### src/rtl/shared_resource_arbiter_pkg.sv
// Shared types and sizing helpers for the shared-resource arbiter slice.
package shared_resource_arbiter_pkg;

  localparam int unsigned DATA_W_DEF     = 32;
  localparam int unsigned RESP_DEPTH_DEF = 2;

  typedef enum logic [1:0] {
    GNT_NONE = 2'd0,
    GNT_1    = 2'd1,
    GNT_2    = 2'd2
  } grant_t;

  // Bits needed to hold the values 0..depth inclusive.
  function automatic int unsigned cnt_w(input int unsigned depth);
    return $clog2(depth + 1);
  endfunction

  // Bits needed to index depth entries; never less than one.
  function automatic int unsigned ptr_w(input int unsigned depth);
    return (depth > 1) ? $clog2(depth) : 1;
  endfunction

endpackage

### src/rtl/shared_resource_arbiter_if.sv
// Requester, resource and response signals of the shared-resource arbiter.
interface shared_resource_arbiter_if
  import shared_resource_arbiter_pkg::*;
#(
  parameter int unsigned DATA_W = DATA_W_DEF
);

  logic              req_valid_1;
  logic              req_valid_2;
  logic              req_ready_1;
  logic              req_ready_2;
  logic [DATA_W-1:0] req_data_1;
  logic [DATA_W-1:0] req_data_2;

  logic              res_in_valid_1;
  logic              res_in_valid_2;
  logic [DATA_W-1:0] res_in_data;
  logic              res_out_valid_1;
  logic              res_out_valid_2;
  logic [DATA_W-1:0] res_out_data;

  logic              resp_valid_1;
  logic              resp_valid_2;
  logic              resp_ready_1;
  logic              resp_ready_2;
  logic [DATA_W-1:0] resp_data_1;
  logic [DATA_W-1:0] resp_data_2;

  // Arbiter side.
  modport slave (
    input  req_valid_1, req_valid_2, req_data_1, req_data_2,
    output req_ready_1, req_ready_2,
    output res_in_valid_1, res_in_valid_2, res_in_data,
    input  res_out_valid_1, res_out_valid_2, res_out_data,
    output resp_valid_1, resp_valid_2, resp_data_1, resp_data_2,
    input  resp_ready_1, resp_ready_2
  );

  // Requesters plus resource side.
  modport master (
    output req_valid_1, req_valid_2, req_data_1, req_data_2,
    input  req_ready_1, req_ready_2,
    input  res_in_valid_1, res_in_valid_2, res_in_data,
    output res_out_valid_1, res_out_valid_2, res_out_data,
    input  resp_valid_1, resp_valid_2, resp_data_1, resp_data_2,
    output resp_ready_1, resp_ready_2
  );

endinterface

### src/rtl/shared_resource_arbiter_resp_fifo.sv
// Per-requester response FIFO; any depth, pointers wrap modulo DEPTH.
module shared_resource_arbiter_resp_fifo
  import shared_resource_arbiter_pkg::*;
#(
  parameter int unsigned DATA_W = DATA_W_DEF,
  parameter int unsigned DEPTH  = RESP_DEPTH_DEF
) (
  input  logic              clk,
  input  logic              reset_n,
  input  logic              i_push,
  input  logic [DATA_W-1:0] i_push_data,
  input  logic              i_pop,
  output logic              o_full,
  output logic              o_empty,
  output logic [DATA_W-1:0] o_head
);

  localparam int unsigned PTR_W = ptr_w(DEPTH);
  localparam int unsigned CNT_W = cnt_w(DEPTH);

  logic [DATA_W-1:0] r_mem [DEPTH];
  logic [PTR_W-1:0]  r_wr_ptr;
  logic [PTR_W-1:0]  r_rd_ptr;
  logic [CNT_W-1:0]  r_count;
  logic              w_do_push;
  logic              w_do_pop;

  function automatic logic [PTR_W-1:0] ptr_inc(input logic [PTR_W-1:0] p);
    return (p == PTR_W'(DEPTH - 1)) ? '0 : p + PTR_W'(1);
  endfunction

  // Pop of an empty FIFO is dropped; a full FIFO accepts a push only alongside a pop.
  assign w_do_pop  = i_pop && (r_count != '0);
  assign w_do_push = i_push && (!o_full || w_do_pop);

  assign o_full  = (r_count == CNT_W'(DEPTH));
  assign o_empty = (r_count == '0);
  assign o_head  = r_mem[r_rd_ptr];

  always_ff @(posedge clk or negedge reset_n) begin
    if (!reset_n) begin
      r_wr_ptr <= '0;
      r_rd_ptr <= '0;
      r_count  <= '0;
    end else begin
      if (w_do_push) r_wr_ptr <= ptr_inc(r_wr_ptr);
      if (w_do_pop)  r_rd_ptr <= ptr_inc(r_rd_ptr);
      case ({w_do_push, w_do_pop})
        2'b10:   r_count <= r_count + CNT_W'(1);
        2'b01:   r_count <= r_count - CNT_W'(1);
        default: r_count <= r_count;
      endcase
    end
  end

  always_ff @(posedge clk or negedge reset_n) begin
    if (!reset_n) begin
      for (int i = 0; i < int'(DEPTH); i++) r_mem[i] <= '0;
    end else if (w_do_push) begin
      r_mem[r_wr_ptr] <= i_push_data;
    end
  end

endmodule

### src/rtl/shared_resource_arbiter.sv
// Two-requester front end for the 1-cycle doubling resource with credit-guarded response FIFOs.
// RR_ARB_EN selects round-robin arbitration; otherwise requester 1 has fixed priority.
module shared_resource_arbiter
  import shared_resource_arbiter_pkg::*;
#(
  parameter int unsigned DATA_W     = DATA_W_DEF,
  parameter int unsigned RESP_DEPTH = RESP_DEPTH_DEF
) (
  input  logic                    clk,
  input  logic                    reset_n,
  shared_resource_arbiter_if.slave bus
);

  localparam int unsigned CNT_W = cnt_w(RESP_DEPTH);

  grant_t            w_grant;
  logic              w_elig_1;
  logic              w_elig_2;
  logic              w_acc_1;
  logic              w_acc_2;
  logic              w_push_1;
  logic              w_push_2;
  logic              w_pop_1;
  logic              w_pop_2;
  logic              w_full_1;
  logic              w_full_2;
  logic              w_empty_1;
  logic              w_empty_2;
  logic [DATA_W-1:0] w_head_1;
  logic [DATA_W-1:0] w_head_2;
  logic [CNT_W-1:0]  r_credit_1;
  logic [CNT_W-1:0]  r_credit_2;
  logic              r_in_valid_1;
  logic              r_in_valid_2;
  logic [DATA_W-1:0] r_in_data;

  function automatic logic [CNT_W-1:0] credit_nxt(input logic [CNT_W-1:0] cur,
                                                  input logic acc, input logic pop);
    case ({acc, pop})
      2'b10:   return cur - CNT_W'(1);
      2'b01:   return cur + CNT_W'(1);
      default: return cur;
    endcase
  endfunction

  // A requester may only win while it still owns response buffer space.
  assign w_elig_1 = bus.req_valid_1 && (r_credit_1 != '0);
  assign w_elig_2 = bus.req_valid_2 && (r_credit_2 != '0);

`ifdef RR_ARB_EN
  logic r_prio_2;
  logic w_prio_2_nxt;

  always_ff @(posedge clk or negedge reset_n) begin
    if (!reset_n) r_prio_2 <= 1'b0;
    else          r_prio_2 <= w_prio_2_nxt;
  end

  // Any accept hands priority to the other requester.
  always_comb begin
    w_prio_2_nxt = r_prio_2;
    if (w_grant == GNT_1)      w_prio_2_nxt = 1'b1;
    else if (w_grant == GNT_2) w_prio_2_nxt = 1'b0;
  end

  always_comb begin
    w_grant = GNT_NONE;
    if (w_elig_1 && w_elig_2) w_grant = r_prio_2 ? GNT_2 : GNT_1;
    else if (w_elig_1)        w_grant = GNT_1;
    else if (w_elig_2)        w_grant = GNT_2;
  end
`else
  always_comb begin
    w_grant = GNT_NONE;
    if (w_elig_1)      w_grant = GNT_1;
    else if (w_elig_2) w_grant = GNT_2;
  end
`endif

  assign w_acc_1 = (w_grant == GNT_1);
  assign w_acc_2 = (w_grant == GNT_2);
  assign bus.req_ready_1 = w_acc_1;
  assign bus.req_ready_2 = w_acc_2;

  // Issue register: one-hot valid toward the resource, data held when idle.
  always_ff @(posedge clk or negedge reset_n) begin
    if (!reset_n) begin
      r_in_valid_1 <= 1'b0;
      r_in_valid_2 <= 1'b0;
      r_in_data    <= '0;
    end else begin
      case (w_grant)
        GNT_1: begin
          r_in_valid_1 <= 1'b1;
          r_in_valid_2 <= 1'b0;
          r_in_data    <= bus.req_data_1;
        end
        GNT_2: begin
          r_in_valid_1 <= 1'b0;
          r_in_valid_2 <= 1'b1;
          r_in_data    <= bus.req_data_2;
        end
        default: begin
          r_in_valid_1 <= 1'b0;
          r_in_valid_2 <= 1'b0;
        end
      endcase
    end
  end

  assign bus.res_in_valid_1 = r_in_valid_1;
  assign bus.res_in_valid_2 = r_in_valid_2;
  assign bus.res_in_data    = r_in_data;

  // Colliding returns are a protocol error; FIFO 1 keeps the item.
  assign w_push_1 = bus.res_out_valid_1;
  assign w_push_2 = bus.res_out_valid_2 && !bus.res_out_valid_1;
  assign w_pop_1  = bus.resp_ready_1 && !w_empty_1;
  assign w_pop_2  = bus.resp_ready_2 && !w_empty_2;

  always_ff @(posedge clk or negedge reset_n) begin
    if (!reset_n) begin
      r_credit_1 <= CNT_W'(RESP_DEPTH);
      r_credit_2 <= CNT_W'(RESP_DEPTH);
    end else begin
      r_credit_1 <= credit_nxt(r_credit_1, w_acc_1, w_pop_1);
      r_credit_2 <= credit_nxt(r_credit_2, w_acc_2, w_pop_2);
    end
  end

  shared_resource_arbiter_resp_fifo #(
    .DATA_W (DATA_W),
    .DEPTH  (RESP_DEPTH)
  ) u_fifo_1 (
    .clk         (clk),
    .reset_n     (reset_n),
    .i_push      (w_push_1),
    .i_push_data (bus.res_out_data),
    .i_pop       (w_pop_1),
    .o_full      (w_full_1),
    .o_empty     (w_empty_1),
    .o_head      (w_head_1)
  );

  shared_resource_arbiter_resp_fifo #(
    .DATA_W (DATA_W),
    .DEPTH  (RESP_DEPTH)
  ) u_fifo_2 (
    .clk         (clk),
    .reset_n     (reset_n),
    .i_push      (w_push_2),
    .i_push_data (bus.res_out_data),
    .i_pop       (w_pop_2),
    .o_full      (w_full_2),
    .o_empty     (w_empty_2),
    .o_head      (w_head_2)
  );

  assign bus.resp_valid_1 = !w_empty_1;
  assign bus.resp_valid_2 = !w_empty_2;
  assign bus.resp_data_1  = w_head_1;
  assign bus.resp_data_2  = w_head_2;

  // Credits make an overflowing push impossible; collisions come only from a misbehaving resource.
  always @(posedge clk) begin
    if (reset_n) begin
      assert (!(bus.res_out_valid_1 && bus.res_out_valid_2))
        else $error("shared_resource_arbiter: res_out_valid_1 and res_out_valid_2 both high");
      assert (!(w_push_1 && w_full_1 && !w_pop_1))
        else $error("shared_resource_arbiter: push into full response FIFO 1");
      assert (!(w_push_2 && w_full_2 && !w_pop_2))
        else $error("shared_resource_arbiter: push into full response FIFO 2");
    end
  end

endmodule
### src/flat_wrapper.sv
// flat-port wrapper written by rule: the top's interface ports become plain ports
module shared_resource_arbiter_flat import shared_resource_arbiter_pkg::*;
#(
  parameter int unsigned DATA_W     = DATA_W_DEF,
  parameter int unsigned RESP_DEPTH = RESP_DEPTH_DEF
)
  (clk, reset_n, bus_req_valid_1, bus_req_valid_2, bus_req_data_1, bus_req_data_2, bus_req_ready_1, bus_req_ready_2, bus_res_in_valid_1, bus_res_in_valid_2, bus_res_in_data, bus_res_out_valid_1, bus_res_out_valid_2, bus_res_out_data, bus_resp_valid_1, bus_resp_valid_2, bus_resp_data_1, bus_resp_data_2, bus_resp_ready_1, bus_resp_ready_2);
  shared_resource_arbiter_if #(.DATA_W(DATA_W)) bus_i ();
  input  logic clk;
  input  logic reset_n;
  input wire logic [$bits(bus_i.req_valid_1)-1:0] bus_req_valid_1;
  input wire logic [$bits(bus_i.req_valid_2)-1:0] bus_req_valid_2;
  input wire logic [$bits(bus_i.req_data_1)-1:0] bus_req_data_1;
  input wire logic [$bits(bus_i.req_data_2)-1:0] bus_req_data_2;
  output wire logic [$bits(bus_i.req_ready_1)-1:0] bus_req_ready_1;
  output wire logic [$bits(bus_i.req_ready_2)-1:0] bus_req_ready_2;
  output wire logic [$bits(bus_i.res_in_valid_1)-1:0] bus_res_in_valid_1;
  output wire logic [$bits(bus_i.res_in_valid_2)-1:0] bus_res_in_valid_2;
  output wire logic [$bits(bus_i.res_in_data)-1:0] bus_res_in_data;
  input wire logic [$bits(bus_i.res_out_valid_1)-1:0] bus_res_out_valid_1;
  input wire logic [$bits(bus_i.res_out_valid_2)-1:0] bus_res_out_valid_2;
  input wire logic [$bits(bus_i.res_out_data)-1:0] bus_res_out_data;
  output wire logic [$bits(bus_i.resp_valid_1)-1:0] bus_resp_valid_1;
  output wire logic [$bits(bus_i.resp_valid_2)-1:0] bus_resp_valid_2;
  output wire logic [$bits(bus_i.resp_data_1)-1:0] bus_resp_data_1;
  output wire logic [$bits(bus_i.resp_data_2)-1:0] bus_resp_data_2;
  input wire logic [$bits(bus_i.resp_ready_1)-1:0] bus_resp_ready_1;
  input wire logic [$bits(bus_i.resp_ready_2)-1:0] bus_resp_ready_2;
  assign bus_i.req_valid_1 = bus_req_valid_1;
  assign bus_i.req_valid_2 = bus_req_valid_2;
  assign bus_i.req_data_1 = bus_req_data_1;
  assign bus_i.req_data_2 = bus_req_data_2;
  assign bus_req_ready_1 = bus_i.req_ready_1;
  assign bus_req_ready_2 = bus_i.req_ready_2;
  assign bus_res_in_valid_1 = bus_i.res_in_valid_1;
  assign bus_res_in_valid_2 = bus_i.res_in_valid_2;
  assign bus_res_in_data = bus_i.res_in_data;
  assign bus_i.res_out_valid_1 = bus_res_out_valid_1;
  assign bus_i.res_out_valid_2 = bus_res_out_valid_2;
  assign bus_i.res_out_data = bus_res_out_data;
  assign bus_resp_valid_1 = bus_i.resp_valid_1;
  assign bus_resp_valid_2 = bus_i.resp_valid_2;
  assign bus_resp_data_1 = bus_i.resp_data_1;
  assign bus_resp_data_2 = bus_i.resp_data_2;
  assign bus_i.resp_ready_1 = bus_resp_ready_1;
  assign bus_i.resp_ready_2 = bus_resp_ready_2;
  shared_resource_arbiter #(.DATA_W(DATA_W), .RESP_DEPTH(RESP_DEPTH)) u_core (.clk(clk), .reset_n(reset_n), .bus(bus_i));
endmodule
### config.mk
export PLATFORM = sky130hd
export DESIGN_NAME = shared_resource_arbiter_flat
export DESIGN_NICKNAME = d
export VERILOG_FILES = /design/src/rtl/shared_resource_arbiter_pkg.sv /design/src/rtl/shared_resource_arbiter_if.sv /design/src/rtl/shared_resource_arbiter_resp_fifo.sv /design/src/rtl/shared_resource_arbiter.sv /design/src/flat_wrapper.sv
export SDC_FILE = /design/constraint.sdc
export NUM_CORES = 1
export LEC_CHECK = 0
export CAP_MARGIN = 10
export CORE_MARGIN = 1
export CORE_UTILIZATION = 45
export CTS_BUF_LIST = sky130_fd_sc_hd__clkbuf_4
export DETAILED_ROUTE_END_ITERATION = 16
export PLACE_DENSITY = 0.8
export SETUP_SLACK_MARGIN = 0.05
export SLEW_MARGIN = 15
export SYNTH_ARGS = -nofsm -noshare
export SYNTH_HDL_FRONTEND = slang
export SYNTH_SLANG_ARGS = --single-unit
export TNS_END_PERCENT = 20
### constraint.sdc
create_clock -name clk -period 2.1 [get_ports clk]
set_input_delay 0.42 -clock clk [delete_from_list [all_inputs] [get_ports clk]]
set_output_delay 0.42 -clock clk [all_outputs]
set_load 0.1 [all_outputs]
==> results.md, run 1 <==
- Number of buffers created by CTS: 17
- Slew @ Worst Pin: 654 ps
- Clock buffer depth: 2
- Final wirelength: 19200 µm
- WL per Instance: 18.6 µm
- Final setup vio count: 64
- DP Cell Count: 997
- Main area contributors after synthesis: dfrtp_1 (56%), mux2_2 (23%), mux2_4 (5.8%)
- Io pins: approximately 200
- Status: finished with violations
- Layout cells sized above 1: a little under half
- Ys Warns: 0
- Post-synthesis sequential area ratio: around 56%
- HP Class: input port to asynchronous set/reset pin
- Clock Root Buffer: clkbuf_4
- Final hold violation count: 0
- Count leader, synth: dfrtp_1
- R2R cell count: 3
- Post-Synth XOR/XNOR Area: 1.47%
- Clock Skew: 9.39 ps
- Critical path data arrival time: 1790 ps
- Reg-to-Reg Start: u_core.u_fifo_2.r_count[1]
- Placed Area: 10800 µm²
- Fin nets: 905
- Worst Path Required: 1680 ps
- RSZ-0062 raised after global routing: true
- Post-synthesis cell type with the largest combined area: dfrtp_1
- Worst Setup Start Kind: flop
- Pre-antenna DRT Iters: 5
- CTS tree: yes
- Mapped Area: 7740 µm²
- CP Launch Point: u_core.u_fifo_1.r_rd_ptr
- Yosys cell types: 29
- H-tree depth: 4
- 1st-iter DRT viols: roughly 280
- Mux cell area share after synthesis: 29.8%
- Setup WS post-layout: -107 ps
- R2R Setup Slk: 240 ps
- Die H: 133 µm
- Endpoint type of the worst setup path: output port
- DR DRC count: 0
- Die W: 133 µm
- ANT nets after route: 0
- Worst R2R End: u_core.u_fifo_2.r_mem[0]
- Vias/cell: 5.19
- Global-route wire length before repair: 31100 µm
- Asr flop ratio synth: 100%
- Latest clock arrival within the worst-skew pair: around 570 ps
- Post-route insts no fill: 1032
- Core area: between 15000 and 20000 µm²
- Final instance area: 11200 µm²
- Violated checks: setup timing
- Syn nets: 683
- Yosys reg bits: 174
- GRT overflow: 0
- CP Class: flop to output port
- Fin crit share: 105%
- Average cell area after synthesis: 13.4 µm²
- Synth Area in Adders: 0.485%
- Die footprint: 17700 µm²
- Post-DP HPWL: about 14000 µm
- GRT Util Overall: 22.8%
- Port bufs: a little over 200
- Clock Pin Slew Worst Setup and Hold Paths: 130 ps
- Slew margin rel.: 56.4%
- Final RePlAce weighted congestion: 0.850
- Initial core utilization: a little under half
- Layout area overhead: 45.0%
- Simple-gate portion of the synthesized area: under 10%
- Maximum fanout along the worst path: 19
- EDFF count, synth: 0
- Fin crit period: 2210 ps
- Clock Sinks: 174
- Top cell type's share of synthesized area: 55.6%
- Most used DFF post-synth: dfrtp_1
- Largest family of logic cells by synthesized area: multiplexers
- Via count: approximately 5400
- FMAX: 0.453 GHz
- Final Max Tran Viols: 0
- Vias in the first global route: 5864
- CP endpoint: bus_resp_data_1[6]
- Synth Area in Compound Gates: 4.43%
- Post-layout util: 67.2%
- Synth cell count leaders: dfrtp_1 (172), mux2_2 (159), a21oi_1 (65)
- Max-Cap Viols: 0
- Initial antenna violation count: 1
- Gate Count Post-Synth: 576
- Row Count: 47
- Largest net degree at the start of global routing: 57
-- worst max-delay path, stage by stage (launching register included) --
cell     delay [ps]
dfrtp_2         450
buf_12          200
mux2_2          390
buf_12          170
-- worst min path at each step --
stage	start	endpoint	slack, ps	cells past startpoint
2_1_floorplan	reset_n	u_core.bus.res_in_data[0]	120	0
3_3_place_gp	reset_n	u_core.u_fifo_1.r_mem[36]	410	1
3_5_place_dp	reset_n	u_core.u_fifo_1.r_mem[40]	420	1
4_1_cts	reset_n	u_core.u_fifo_1.r_mem[0]	360	2
5_1_grt	reset_n	u_core.u_fifo_2.r_mem[9]	370	2
6_report	reset_n	u_core.u_fifo_2.r_mem[36]	380	2
-- cell families (layout without fill, tap and decap cells) --
group	Yosys count	after routing
multiplexers	195	195
flip-flops	174	174
AND/OR/NAND/NOR	87	87
AO/OA/AOI/OAI	68	68
buffers and inverters	36	271
XOR/XNOR	13	13
adder cells (fa/ha/maj)	3	3
other	0	1
-- layer usage --
| layer | routed length, µm | vias to the layer above | GRT usage, % |
|---|---|---|---|
| li1 | - | 2450 | - |
| met1 | 7910 | 2707 | 28.0 |
| met2 | 9870 | 158 | 38.9 |
| met3 | 885 | 41 | 5.67 |
| met4 | 523 | 0 | 8.78 |
| met5 | 0 | - | 0 |
-- flip-flops by register name, summed over array words and instances (netlist names) --
register	flops
u_core.u_fifo_1.r_mem	64
u_core.r_credit_1	2
u_core.u_fifo_1.r_rd_ptr	1
u_core.u_fifo_1.r_count	2
u_core.u_fifo_2.r_rd_ptr	1
u_core.bus.res_in_data	32
u_core.u_fifo_2.r_wr_ptr	1
u_core.bus.res_in_valid_1	1
u_core.r_credit_2	2
u_core.u_fifo_2.r_count	2
u_core.u_fifo_1.r_wr_ptr	1
u_core.bus.res_in_valid_2	1
u_core.u_fifo_2.r_mem	64
-- cells in the final DEF, fill, tap and decap left out, types with 3 or more instances in the layout --
| master | instances |
|---|---|
| ha_1 | 3 |
| clkdlybuf4s50_1 | 102 |
| xnor2_1 | 5 |
| buf_12 | 74 |
| buf_6 | 4 |
| dfrtp_2 | 3 |
| clkbuf_4 | 18 |
| clkinvlp_4 | 6 |
| mux2_4 | 64 |
| dfrtp_1 | 169 |
| nand2_1 | 34 |
| xor2_1 | 8 |
| nor2_1 | 38 |
| buf_4 | 55 |
| a21oi_1 | 65 |
| mux2_1 | 4 |
| mux2_2 | 125 |
-- what timing repair did --
item                                    CTS  global route
endpoints found under the hold margin    47             0
buffers inserted                          1             0
hold buffers                              1             0
endpoints found under the setup margin   66            68
gates resized for setup                  40             6
-- per-stage QoR --
| step | setup slack (ps) | TNS [ps] | hold slack, ps |
|---|---|---|---|
| floorplan | 107 | 0 | 124 |
| global placement | -145 | -3080 | 409 |
| detailed placement | -170 | -3900 | 423 |
| CTS | -140 | -6620 | 356 |
| global route | -177 | -8750 | 373 |
| finish | -107 | -3380 | 380 |
-- area by class of cell --
class / count / area (µm²)
Antenna cell: 1 / 2.50
Inverter: 3 / 15.0
Timing Repair Buffer: 236 / 2970
Fill cell: 1134 / 5480
Clock inverter: 14 / 120
Sequential cell: 174 / 4360
Multi-Input combinational cell: 366 / 3340
Clock buffer: 18 / 135
Tap cell: 220 / 275
Power of run 1 is not shown: default switching activity piles up to over one toggle a cycle in this logic, so the estimate is an artifact.
==> inputs of run 2 (changes only) <==
--- a/config.mk
+++ b/config.mk
@@ -16,4 +16,3 @@
 export SYNTH_ARGS = -nofsm -noshare
 export SYNTH_HDL_FRONTEND = slang
 export SYNTH_SLANG_ARGS = --single-unit
-export TNS_END_PERCENT = 20
==> run 2 against run 1 <==
  * Maximum frequency about the same
  * Die area unchanged
  * The flow still finishes with violations (setup timing)
  * Wire length increased by 0.21%
  * Highest routed layer unchanged
  * Critical path type unchanged
  * Register-to-register slack about the same
==> results.md, run 2 (synthesis results as in run 1) <==
- Critical path's slowest cell: dfrtp_2
- Final RePlAce weighted congestion: around 0.85
- Layout cells sized above 1: 45.8%
- DR DRC count: 0
- HP Class: input port to asynchronous set/reset pin
- Post-DP HPWL: 13800 µm
- Status: finished with violations
- Crit path top cell by count: buf_12
- Critical path's largest stage delay: 450 ps
- Worst Path Required: 1680 ps
- Final hold violation count: 0
- Fill count: 1135
- Latest clock arrival within the worst-skew pair: approximately 570 ps
- Number of buffers created by CTS: 17
- Violated checks: setup timing
- Final setup vio count: 64
- Endpoint type of the worst setup path: output port
- GRT overflow: 0
- CP Class: flop to output port
- RSZ-0062 raised after global routing: true
- Die H: 133 µm
- Clock buffer depth: 2
- Row Count: 47
- WL per Instance: 18.6 µm
- CTS tree: yes
- Die W: between 100 and 150 µm
- Max-Cap Viols: 0
- Layout area overhead: 45.4%
- Initial antenna violation count: 1
- Final wirelength: 19200 µm
- Critical path data arrival time: 1790 ps
- H-tree depth: 4
- Maximum fanout along the worst path: 19
- ANT nets after route: 0
- Worst Setup Start Kind: flop
- Initial core utilization: 46.3%
- Io pins: 206
- Fin crit period: 2210 ps
- Vias/cell: between 5 and 6
- Via count: 5370
- Crit path cell chain: buf_12 > mux2_2 > buf_12
- Clock Sinks: 174
- Global-route wire length before repair: 31200 µm
- GRT Util Overall: 22.9%
- Pre-antenna DRT Iters: 4
- Vias in the first global route: approximately 5900
- Fin crit share: 105%
- Clock Root Buffer: clkbuf_4
- Core area: around 17000 µm²
- Final instance area: approximately 11000 µm²
- Die footprint: between 15000 and 20000 µm²
- Largest net degree at the start of global routing: 57
- Setup WS post-layout: -109 ps
- 1st-iter DRT viols: 264
- Slew @ Worst Pin: 661 ps
- Top cell family by delay on the critical path: flip-flops
- FMAX: 0.453 GHz
- Port bufs: 205
- Commonest non-fill, non-tap cells in the layout: dfrtp_1 (169), mux2_2 (125), clkdlybuf4s50_1 (102)
- CP bufs+invs: 2
- Clock Pin Slew Worst Setup and Hold Paths: 130 ps
- Fin nets: approximately 910
- Clock Skew: 9.94 ps
- Most common cell after layout, fill and taps aside: dfrtp_1
- Placed Area: around 11000 µm²
- Slew margin rel.: 56.0%
- Final Max Tran Viols: 0
run 2: metrics by stage:
step	cells	utilization, %	setup slack, ps	TNS, ps	hold WS, ps
after CTS	1033	67.2	-140	-6520	356
after global routing	1036	67.4	-177	-8870	373
after detailed placement	997	64.5	-170	-3900	423
final	1036	67.4	-109	-3520	376
after global placement	997	64.5	-145	-3080	409
after floorplan	576	-	107	0	124
run 2: layout make-up:
type,count,area (µm²),share of cell area [%]
diodes,1,2.50,0.0222
clock buffers,18,135,1.20
clock inverters,14,120,1.07
inverters,3,15.0,0.133
multi-input cells,366,3340,29.7
flip-flops and latches,174,4360,38.8
well taps,220,275,2.45
repair buffers,240,3000,26.7
run 2: worst register-to-register path, cell delays in order (launching register included):
cell and delay, ps:
dfrtp_1 420, or3b_4 250, and4_4 690, mux2_2 410
run 2: final timing paths:
kind | endpoint | slack, ps | cells past startpoint | startpoint
worst min register to register | u_core.u_fifo_2.r_count[1] | 500 | 1 | u_core.u_fifo_2.r_count[1]
max in group asynchronous | u_core.r_credit_2[1] | 1020 | 3 | reset_n
worst max-delay path | bus_resp_data_1[6] | -110 | 3 | u_core.u_fifo_1.r_rd_ptr
min in group clk | u_core.bus.res_in_data[20] | 410 | 3 | bus_req_data_1[20]
worst max register to register | u_core.u_fifo_2.r_mem[0] | 230 | 3 | u_core.u_fifo_2.r_count[1]
worst min-delay path | u_core.u_fifo_2.r_mem[36] | 380 | 2 | reset_n
run 2: metal layers:
| layer | GRT usage, % | share of wire (%) | vias to the layer above |
|---|---|---|---|
| met3 | 5.67 | 4.9 | 42 |
| met4 | 8.78 | 2.7 | 0 |
| met1 | 28.1 | 41 | 2709 |
| li1 | - | - | 2455 |
| met2 | 39.0 | 52 | 164 |
| met5 | 0 | 0 | - |
run 2: repair_timing:
action,in CTS,in global routing
gates resized for setup,42,4
hold endpoints to repair,47,0
pin swaps,1,0
hold buffers,1,0
cloned,0,0
setup endpoints to repair,66,68
setup buffers,3,2
Power of run 2 is left out for the same reason.
==> inputs of run 3 (changes only) <==
--- a/config.mk
+++ b/config.mk
@@ -5,7 +5,7 @@
 export SDC_FILE = /design/constraint.sdc
 export NUM_CORES = 1
 export LEC_CHECK = 0
-export CAP_MARGIN = 10
+export CAP_MARGIN = 20
 export CORE_MARGIN = 1
 export CORE_UTILIZATION = 45
 export CTS_BUF_LIST = sky130_fd_sc_hd__clkbuf_4
==> results of run 3 <==
Same layout as run 2: the final DEF is identical, and so are final timing and power.
Power of run 3 is left out for the same reason.
